**config.mk**
```make
export PLATFORM = sky130hd
export DESIGN_NAME = fila_ctrl
export DESIGN_NICKNAME = d
export VERILOG_FILES = /design/src/rtl/fila_ctrl.sv
export SDC_FILE = /design/constraint.sdc
export NUM_CORES = 1
export LEC_CHECK = 0
export ABC_AREA = 1
export BUFFER_PORTS_ARGS = -buffer_cell sky130_fd_sc_hd__buf_2
export CAP_MARGIN = 10
export CORE_ASPECT_RATIO = 1.4
export CORE_MARGIN = 2
export CORE_UTILIZATION = 53
export CTS_CLUSTER_SIZE = 30
export DETAILED_ROUTE_END_ITERATION = 8
export PLACE_DENSITY = 0.81
export SYNTH_ARGS = -nofsm -noshare
export SYNTH_HDL_FRONTEND = slang
export SYNTH_SLANG_ARGS = --single-unit
export TNS_END_PERCENT = 10
```
**constraint.sdc**
```tcl
create_clock -name clock_10KHz -period 1.95 [get_ports clock_10KHz]
set_clock_uncertainty 0.2 [all_clocks]
set_input_delay 0.4875 -clock clock_10KHz [delete_from_list [all_inputs] [get_ports clock_10KHz]]
set_output_delay 0.4875 -clock clock_10KHz [all_outputs]
set_load 0.005 [all_outputs]
```
**src/rtl/fila_ctrl.sv**
```systemverilog
// Handshake controller between a deserializer, a word queue and a consumer.
// Optional watchdog on the WAIT states: define FILA_CTRL_TIMEOUT_EN.
module fila_ctrl #(
  parameter int DEPTH = 8,
  parameter int LEN_W = 4
) (
  input  logic             clock_10KHz,
  input  logic             reset,
  input  logic             data_ready,
  output logic             ack_out,
  input  logic             dequeue_req,
  output logic             dequeue_grant,
  output logic             enqueue_out,
  output logic             dequeue_out,
  input  logic [LEN_W-1:0] len_in,
  output logic             full_out,
  output logic             empty_out,
  output logic             busy_out,
  output logic [7:0]       xfer_count,
  output logic             err_out
);

  typedef enum logic [2:0] {
    IDLE     = 3'd0,
    ENQ      = 3'd1,
    WAIT_ENQ = 3'd2,
    ACK      = 3'd3,
    DEQ      = 3'd4,
    WAIT_DEQ = 3'd5,
    GRANT    = 3'd6,
    RELEASE  = 3'd7
  } state_e;

  state_e           state_q, state_d;
  logic [LEN_W-1:0] snap_q, snap_d;
  logic             last_deq_q, last_deq_d;
  logic [7:0]       xfer_q, xfer_d;
  logic             enq_q, deq_q, ack_q, grant_q;
  logic             enq_ok_s, deq_ok_s;
  logic             enq_hit_s, deq_hit_s;
  logic             timeout_s;

  assign full_out   = (len_in == LEN_W'(DEPTH));
  assign empty_out  = (len_in == {LEN_W{1'b0}});
  assign enq_ok_s   = data_ready & ~full_out;
  assign deq_ok_s   = dequeue_req & ~empty_out;
  assign enq_hit_s  = (len_in == (snap_q + LEN_W'(1'b1)));
  assign deq_hit_s  = (len_in == (snap_q - LEN_W'(1'b1)));

  assign busy_out      = (state_q != IDLE);
  assign enqueue_out   = enq_q;
  assign dequeue_out   = deq_q;
  assign ack_out       = ack_q;
  assign dequeue_grant = grant_q;
  assign xfer_count    = xfer_q;

`ifdef FILA_CTRL_TIMEOUT_EN
  logic [3:0] tmo_q, tmo_d;
  logic       err_q;

  assign timeout_s = (tmo_q == 4'd15);
  assign err_out   = err_q;

  // Cycles spent in a WAIT state; cleared elsewhere so every wait starts from zero.
  always_comb begin
    tmo_d = 4'd0;
    if ((state_q == WAIT_ENQ) || (state_q == WAIT_DEQ)) begin
      tmo_d = tmo_q + 4'd1;
    end else begin
      tmo_d = 4'd0;
    end
  end

  // Watchdog counter and sticky error flag.
  always_ff @(posedge clock_10KHz or negedge reset) begin
    if (!reset) begin
      tmo_q <= 4'd0;
      err_q <= 1'b0;
    end else begin
      tmo_q <= tmo_d;
      if (((state_q == WAIT_ENQ) || (state_q == WAIT_DEQ)) && (state_d == IDLE)) begin
        err_q <= 1'b1;
      end else begin
        err_q <= err_q;
      end
    end
  end
`else
  assign timeout_s = 1'b0;
  assign err_out   = 1'b0;
`endif

  // Next-state logic; last_deq_q doubles as round-robin pointer and as the
  // record of which request RELEASE must see drop.
  always_comb begin
    state_d    = state_q;
    snap_d     = snap_q;
    last_deq_d = last_deq_q;
    xfer_d     = xfer_q;
    case (state_q)
      IDLE: begin
        if (enq_ok_s && (!deq_ok_s || last_deq_q)) begin
          state_d    = ENQ;
          last_deq_d = 1'b0;
        end else if (deq_ok_s) begin
          state_d    = DEQ;
          last_deq_d = 1'b1;
        end else begin
          state_d = IDLE;
        end
      end
      ENQ: begin
        snap_d  = len_in;
        state_d = WAIT_ENQ;
      end
      WAIT_ENQ: begin
        // Count moves with the ack so both become visible in the ACK cycle.
        if (enq_hit_s) begin
          state_d = ACK;
          xfer_d  = xfer_q + 8'd1;
        end else if (timeout_s) begin
          state_d = IDLE;
        end else begin
          state_d = WAIT_ENQ;
        end
      end
      ACK: begin
        state_d = RELEASE;
      end
      DEQ: begin
        snap_d  = len_in;
        state_d = WAIT_DEQ;
      end
      WAIT_DEQ: begin
        if (deq_hit_s) begin
          state_d = GRANT;
        end else if (timeout_s) begin
          state_d = IDLE;
        end else begin
          state_d = WAIT_DEQ;
        end
      end
      GRANT: begin
        state_d = RELEASE;
      end
      RELEASE: begin
        if (last_deq_q ? !dequeue_req : !data_ready) begin
          state_d = IDLE;
        end else begin
          state_d = RELEASE;
        end
      end
      default: begin
        state_d = IDLE;
      end
    endcase
  end

  // State, bookkeeping and registered pulse outputs decoded from the next state.
  always_ff @(posedge clock_10KHz or negedge reset) begin
    if (!reset) begin
      state_q    <= IDLE;
      snap_q     <= {LEN_W{1'b0}};
      last_deq_q <= 1'b1;
      xfer_q     <= 8'd0;
      enq_q      <= 1'b0;
      deq_q      <= 1'b0;
      ack_q      <= 1'b0;
      grant_q    <= 1'b0;
    end else begin
      state_q    <= state_d;
      snap_q     <= snap_d;
      last_deq_q <= last_deq_d;
      xfer_q     <= xfer_d;
      enq_q      <= (state_d == ENQ);
      deq_q      <= (state_d == DEQ);
      ack_q      <= (state_d == ACK);
      grant_q    <= (state_d == GRANT);
    end
  end

endmodule

```
==> flow_summary.html <==
<table>
<tr><th>Metric</th><th>Value</th></tr>
<tr><th colspan="2">Worst hold path</th></tr>
<tr><td>Number of stages on the worst hold path</td><td>3</td></tr>
<tr><td>Startpoint of the worst hold path</td><td>len_in[3]</td></tr>
<tr><td>Sink of the worst hold path</td><td>snap_q[3]</td></tr>
<tr><td>Tightest Hold Check Type</td><td>primary input to register</td></tr>
<tr><th colspan="2">Critical path</th></tr>
<tr><td>Critical Path, Cell by Cell</td><td>inv_1 -&gt; nand2_2 -&gt; nor2_2 -&gt; inv_1 -&gt; buf_2</td></tr>
<tr><td>Capture point of the worst reg-to-reg path</td><td>xfer_count[6]</td></tr>
<tr><td>Worst-path fanout max</td><td>4</td></tr>
<tr><td>Most frequent cell on the critical path</td><td>sky130_fd_sc_hd__inv_1</td></tr>
<tr><td>Highest cell delay on the worst timing path</td><td>between 0.4 and 0.5 ns</td></tr>
<tr><td>Critical Path End Type</td><td>output port</td></tr>
<tr><td>Cell with the largest stage delay on the worst path</td><td>sky130_fd_sc_hd__dfrtp_1</td></tr>
<tr><td>Arrival time at the worst endpoint</td><td>1.20 ns</td></tr>
<tr><td>Req. time, crit path</td><td>about 1.3 ns</td></tr>
<tr><td>R2R setup slack</td><td>0.19 ns</td></tr>
<tr><td>Setup CP Type</td><td>register to output port</td></tr>
<tr><td>Logic depth of the worst register-to-register path</td><td>11</td></tr>
<tr><td>Startpoint type of the worst setup path</td><td>register</td></tr>
<tr><td>Launching point of the worst reg2reg path</td><td>snap_q[1]</td></tr>
<tr><th colspan="2">Pwr</th></tr>
<tr><td>Pwr per Cell Area</td><td>1240 nW/um^2</td></tr>
<tr><td>Peak VDD IR</td><td>0.840 mV</td></tr>
<tr><td>Comb pwr share</td><td>between 40% and 50%</td></tr>
<tr><td>Switching Power</td><td>695 uW</td></tr>
<tr><td>Net switching fraction of the power</td><td>39.9%</td></tr>
<tr><td>Flop pwr share</td><td>36.4%</td></tr>
<tr><td>Internal power consumption</td><td>1050 uW</td></tr>
<tr><td>Clock power share</td><td>approximately a fifth</td></tr>
<tr><td>Static leakage power</td><td>approximately 0.00084 uW</td></tr>
<tr><th colspan="2">Die</th></tr>
<tr><td>Die footprint</td><td>2660 sq um</td></tr>
<tr><td>Num rows</td><td>20</td></tr>
<tr><td>Chip height</td><td>60.2 microns</td></tr>
<tr><td>Floorplan die width</td><td>roughly 44 microns</td></tr>
<tr><td>Top Ports</td><td>24</td></tr>
<tr><td>Core footprint</td><td>2150 sq um</td></tr>
<tr><td>Initial Utilization</td><td>55.6%</td></tr>
<tr><th colspan="2">Cells and area</th></tr>
<tr><td>Number of inserted diodes</td><td>0</td></tr>
<tr><td>Summed area of non-filler cells in the final layout</td><td>1410 sq um</td></tr>
<tr><td>Final layout net count</td><td>206</td></tr>
<tr><td>Syn-to-layout area delta</td><td>17.9%</td></tr>
<tr><td>Share of final-layout standard cells stronger than drive strength 1</td><td>just over 20%</td></tr>
<tr><td>Final cell count without fillers</td><td>216</td></tr>
<tr><td>Fillcell total</td><td>194</td></tr>
<tr><td>Fraction of the core area covered by cells at the end of the flow</td><td>around 66%</td></tr>
<tr><th colspan="2">CTS</th></tr>
<tr><td>Register clock-pin slew on the reported worst setup and hold paths</td><td>approximately 0.12 ns</td></tr>
<tr><td>Number of H-tree levels</td><td>1</td></tr>
<tr><td>Clock tree root buffer cell</td><td>sky130_fd_sc_hd__clkbuf_4</td></tr>
<tr><td>CTS tree</td><td>yes</td></tr>
<tr><td>Worst-skew pair later-pin latency</td><td>~0.31 ns</td></tr>
<tr><td>Number of buffers on the longest clock path</td><td>2</td></tr>
<tr><td>Clock sinks</td><td>20</td></tr>
<tr><td>Number of CTS-inserted buffers</td><td>3</td></tr>
<tr><th colspan="2">Yosys</th></tr>
<tr><td>Dominant cell type by area after synthesis</td><td>sky130_fd_sc_hd__dfrtp_1</td></tr>
<tr><td>Most frequent cells after synthesis</td><td>60 x sky130_fd_sc_hd__nand2_1, 24 x sky130_fd_sc_hd__inv_1, 19 x sky130_fd_sc_hd__dfrtp_1</td></tr>
<tr><td>Synthesized netlist net count</td><td>177</td></tr>
<tr><td>Synth unique cells</td><td>26</td></tr>
<tr><td>Total standard cell area after synthesis</td><td>1200 sq um</td></tr>
<tr><td>Most instantiated flip-flop cell in the synthesis netlist</td><td>sky130_fd_sc_hd__dfrtp_1</td></tr>
<tr><td>Asr flop ratio synth</td><td>100%</td></tr>
<tr><td>Flop and latch count out of synthesis</td><td>20</td></tr>
<tr><td>Yosys warns</td><td>0</td></tr>
<tr><td>Portion of synthesized cell area occupied by the leading cell type</td><td>39.7%</td></tr>
<tr><td>Most instantiated library cell after synthesis</td><td>sky130_fd_sc_hd__nand2_1</td></tr>
<tr><td>Average cell area after synthesis</td><td>7.21 sq um</td></tr>
<tr><td>Proportion of synthesized chip area in sequential cells</td><td>41.9%</td></tr>
<tr><td>Biggest area contributors in the synthesized netlist</td><td>sky130_fd_sc_hd__dfrtp_1 40%, sky130_fd_sc_hd__nand2_1 19%, sky130_fd_sc_hd__inv_1 7.5%, sky130_fd_sc_hd__nand3_1 5.4%, sky130_fd_sc_hd__xor2_1 3.7%</td></tr>
<tr><td>Count of flip-flops with a built-in enable after synthesis</td><td>0</td></tr>
<tr><td>Cells after Synth</td><td>166</td></tr>
<tr><th colspan="2">GRT</th></tr>
<tr><td>Global route total overflow</td><td>0</td></tr>
<tr><td>Most utilized layer in the global route result</td><td>met2</td></tr>
<tr><td>Global routing usage summed across all routing layers</td><td>just over 20%</td></tr>
<tr><td>Maximum number of pins on one net before global-route repair</td><td>21</td></tr>
<tr><td>Global-route wire length before repair</td><td>4110 microns</td></tr>
<tr><td>Met3 global-route usage</td><td>2.72%</td></tr>
<tr><td>M1 GR Usage</td><td>21.6%</td></tr>
<tr><td>Via count of the first global-routing pass</td><td>roughly 1.1k</td></tr>
<tr><td>Number of antenna violations at the first check in global routing</td><td>0</td></tr>
<tr><td>Met2 layer usage reported by global route</td><td>40.3%</td></tr>
<tr><th colspan="2">Routing</th></tr>
<tr><td>Pre-Repair DR Iteration Count</td><td>4</td></tr>
<tr><td>Count of unresolved DRC violations after routing</td><td>0</td></tr>
<tr><td>Total number of vias</td><td>1,115</td></tr>
<tr><td>Remaining number of nets flagged by the antenna check after routing</td><td>0</td></tr>
<tr><td>Vias per Instance</td><td>about 5.2</td></tr>
<tr><td>Detail-routed net length per standard cell</td><td>around 11 microns</td></tr>
<tr><td>Detailed Route WL</td><td>2480 microns</td></tr>
<tr><td>DRT iter0 DRCs</td><td>32</td></tr>
<tr><th colspan="2">STA</th></tr>
<tr><td>Final Hold Slack</td><td>0.302 ns</td></tr>
<tr><td>Achievable clock frequency</td><td>0.530 GHz</td></tr>
<tr><td>Number of endpoints with negative hold slack in the final report</td><td>0</td></tr>
<tr><td>Crit share post-route</td><td>between 90 and 100%</td></tr>
<tr><td>Setup repair after global routing missed its margin</td><td>false</td></tr>
<tr><td>Final setup violating endpoints</td><td>0</td></tr>
<tr><td>Accumulated negative setup slack</td><td>0 ns</td></tr>
<tr><td>Final Max Slew Viols</td><td>0</td></tr>
<tr><td>Final critical path time including I/O delays and setup</td><td>1.89 ns</td></tr>
<tr><th colspan="2">Placed design</th></tr>
<tr><td>Placed cell areas</td><td>1320 sq um</td></tr>
<tr><td>HPWL after detailed placement</td><td>approximately 1900 microns</td></tr>
<tr><td>Port Buffers</td><td>22</td></tr>
<tr><td>Cell Count Post-Placement</td><td>209</td></tr>
<tr><td>Final weighted congestion of routability-driven global placement</td><td>0.816</td></tr>
<tr><th colspan="2">Flow run</th></tr>
<tr><td>Number of max-cap violations</td><td>0</td></tr>
<tr><th colspan="2">Status</th></tr>
<tr><td>Result of the run</td><td>finished, final reports clean</td></tr>
</table>
## layer usage
| metal | routed length [microns] | vias up | share of wire, % |
|---|---|---|---|
| met1 | 993 | 517 | 40 |
| met5 | 0 | - | 0 |
| met2 | 1360 | 28 | 55 |
| met4 | 41 | 0 | 1.7 |
| met3 | 83 | 5 | 3.4 |
| li1 | - | 565 | - |
## final cells by class
cell class                 instances  area (sq um)  share of cell area [%]
clock buffer                       3          22.5                    1.60
clock inverter                     1          30.0                    2.13
inverter                          28           108                    7.63
multi-input combinational        116           578                    41.0
sequential                        20           502                    35.6
tap                               22          27.5                    1.95
timing repair buffer              26           143                    10.1
## logic make-up after synthesis
group	after synthesis	share of synthesized area (%)
simple gates	93	32.5
buf+inv	30	10.4
flops	20	41.9
compound gates	11	5.23
xor+xnor	8	6.49
fa+ha+maj	3	3.14
other cells	1	0.314
## layout by cell type, fill, tap and decap left out, drive strengths merged
master / instances
clkbuf: 3
nand2: 62
o21ai: 7
inv: 28
nand3b: 1
xor2: 5
xnor2: 3
dlygate4sd3: 1
ha: 3
a31oi: 1
nand4: 3
nor4: 1
dfstp: 1
bufinv: 1
buf: 25
nor2: 11
nand3: 13
dfrtp: 19
a21oi: 2
nor3: 2
o211ai: 1
conb: 1
## per-stage QoR
stage	setup slack, ns	total power, uW
6_report	0.0640	1740
5_1_grt	0.00631	1900
4_1_cts	0.0147	1700
3_5_place_dp	0.0653	1350
3_3_place_gp	0.143	1330
2_1_floorplan	0.193	1170
## registers in the layout, summed over array words and instances (netlist names)
signal / flops
dequeue_grant: 1
state_q: 3
enqueue_out: 1
xfer_count: 8
dequeue_out: 1
last_deq_q: 1
snap_q: 4
ack_out: 1
## worst max-delay path: cells and delay by family, from the launching register on
| kind | cells | cell delay (ns) |
|---|---|---|
| buf+inv | 3 | 0.27 |
| simple gates | 2 | 0.18 |
| flops | 1 | 0.43 |
## power groups by stage
stage	clock network, uW	logic, uW	registers, uW
6_report	338	769	635
3_3_place_gp	0	687	640
2_1_floorplan	0	525	641
4_1_cts	347	711	641
3_5_place_dp	0	707	645
5_1_grt	358	891	651
## worst max-delay path by stage
stage / start / to / slack [ns] / cells past startpoint
after floorplan: snap_q[0] / xfer_count[0] / 0.19 / 10
after global placement: len_in[2] / xfer_count[4] / 0.14 / 10
after detailed placement: len_in[2] / xfer_count[6] / 0.07 / 10
after CTS: state_q[0] / busy_out / 0.01 / 5
after global routing: snap_q[0] / xfer_count[6] / 0.006 / 11
final: state_q[2] / busy_out / 0.06 / 5
## timing repair
item                                    CTS  global route
hold endpoints to repair                 19             0
setup buffers                             0             2
resized for setup                         0             3
hold buffers                              1             0
endpoints found under the setup margin    0             8
Power figures use the tool's default switching activity.
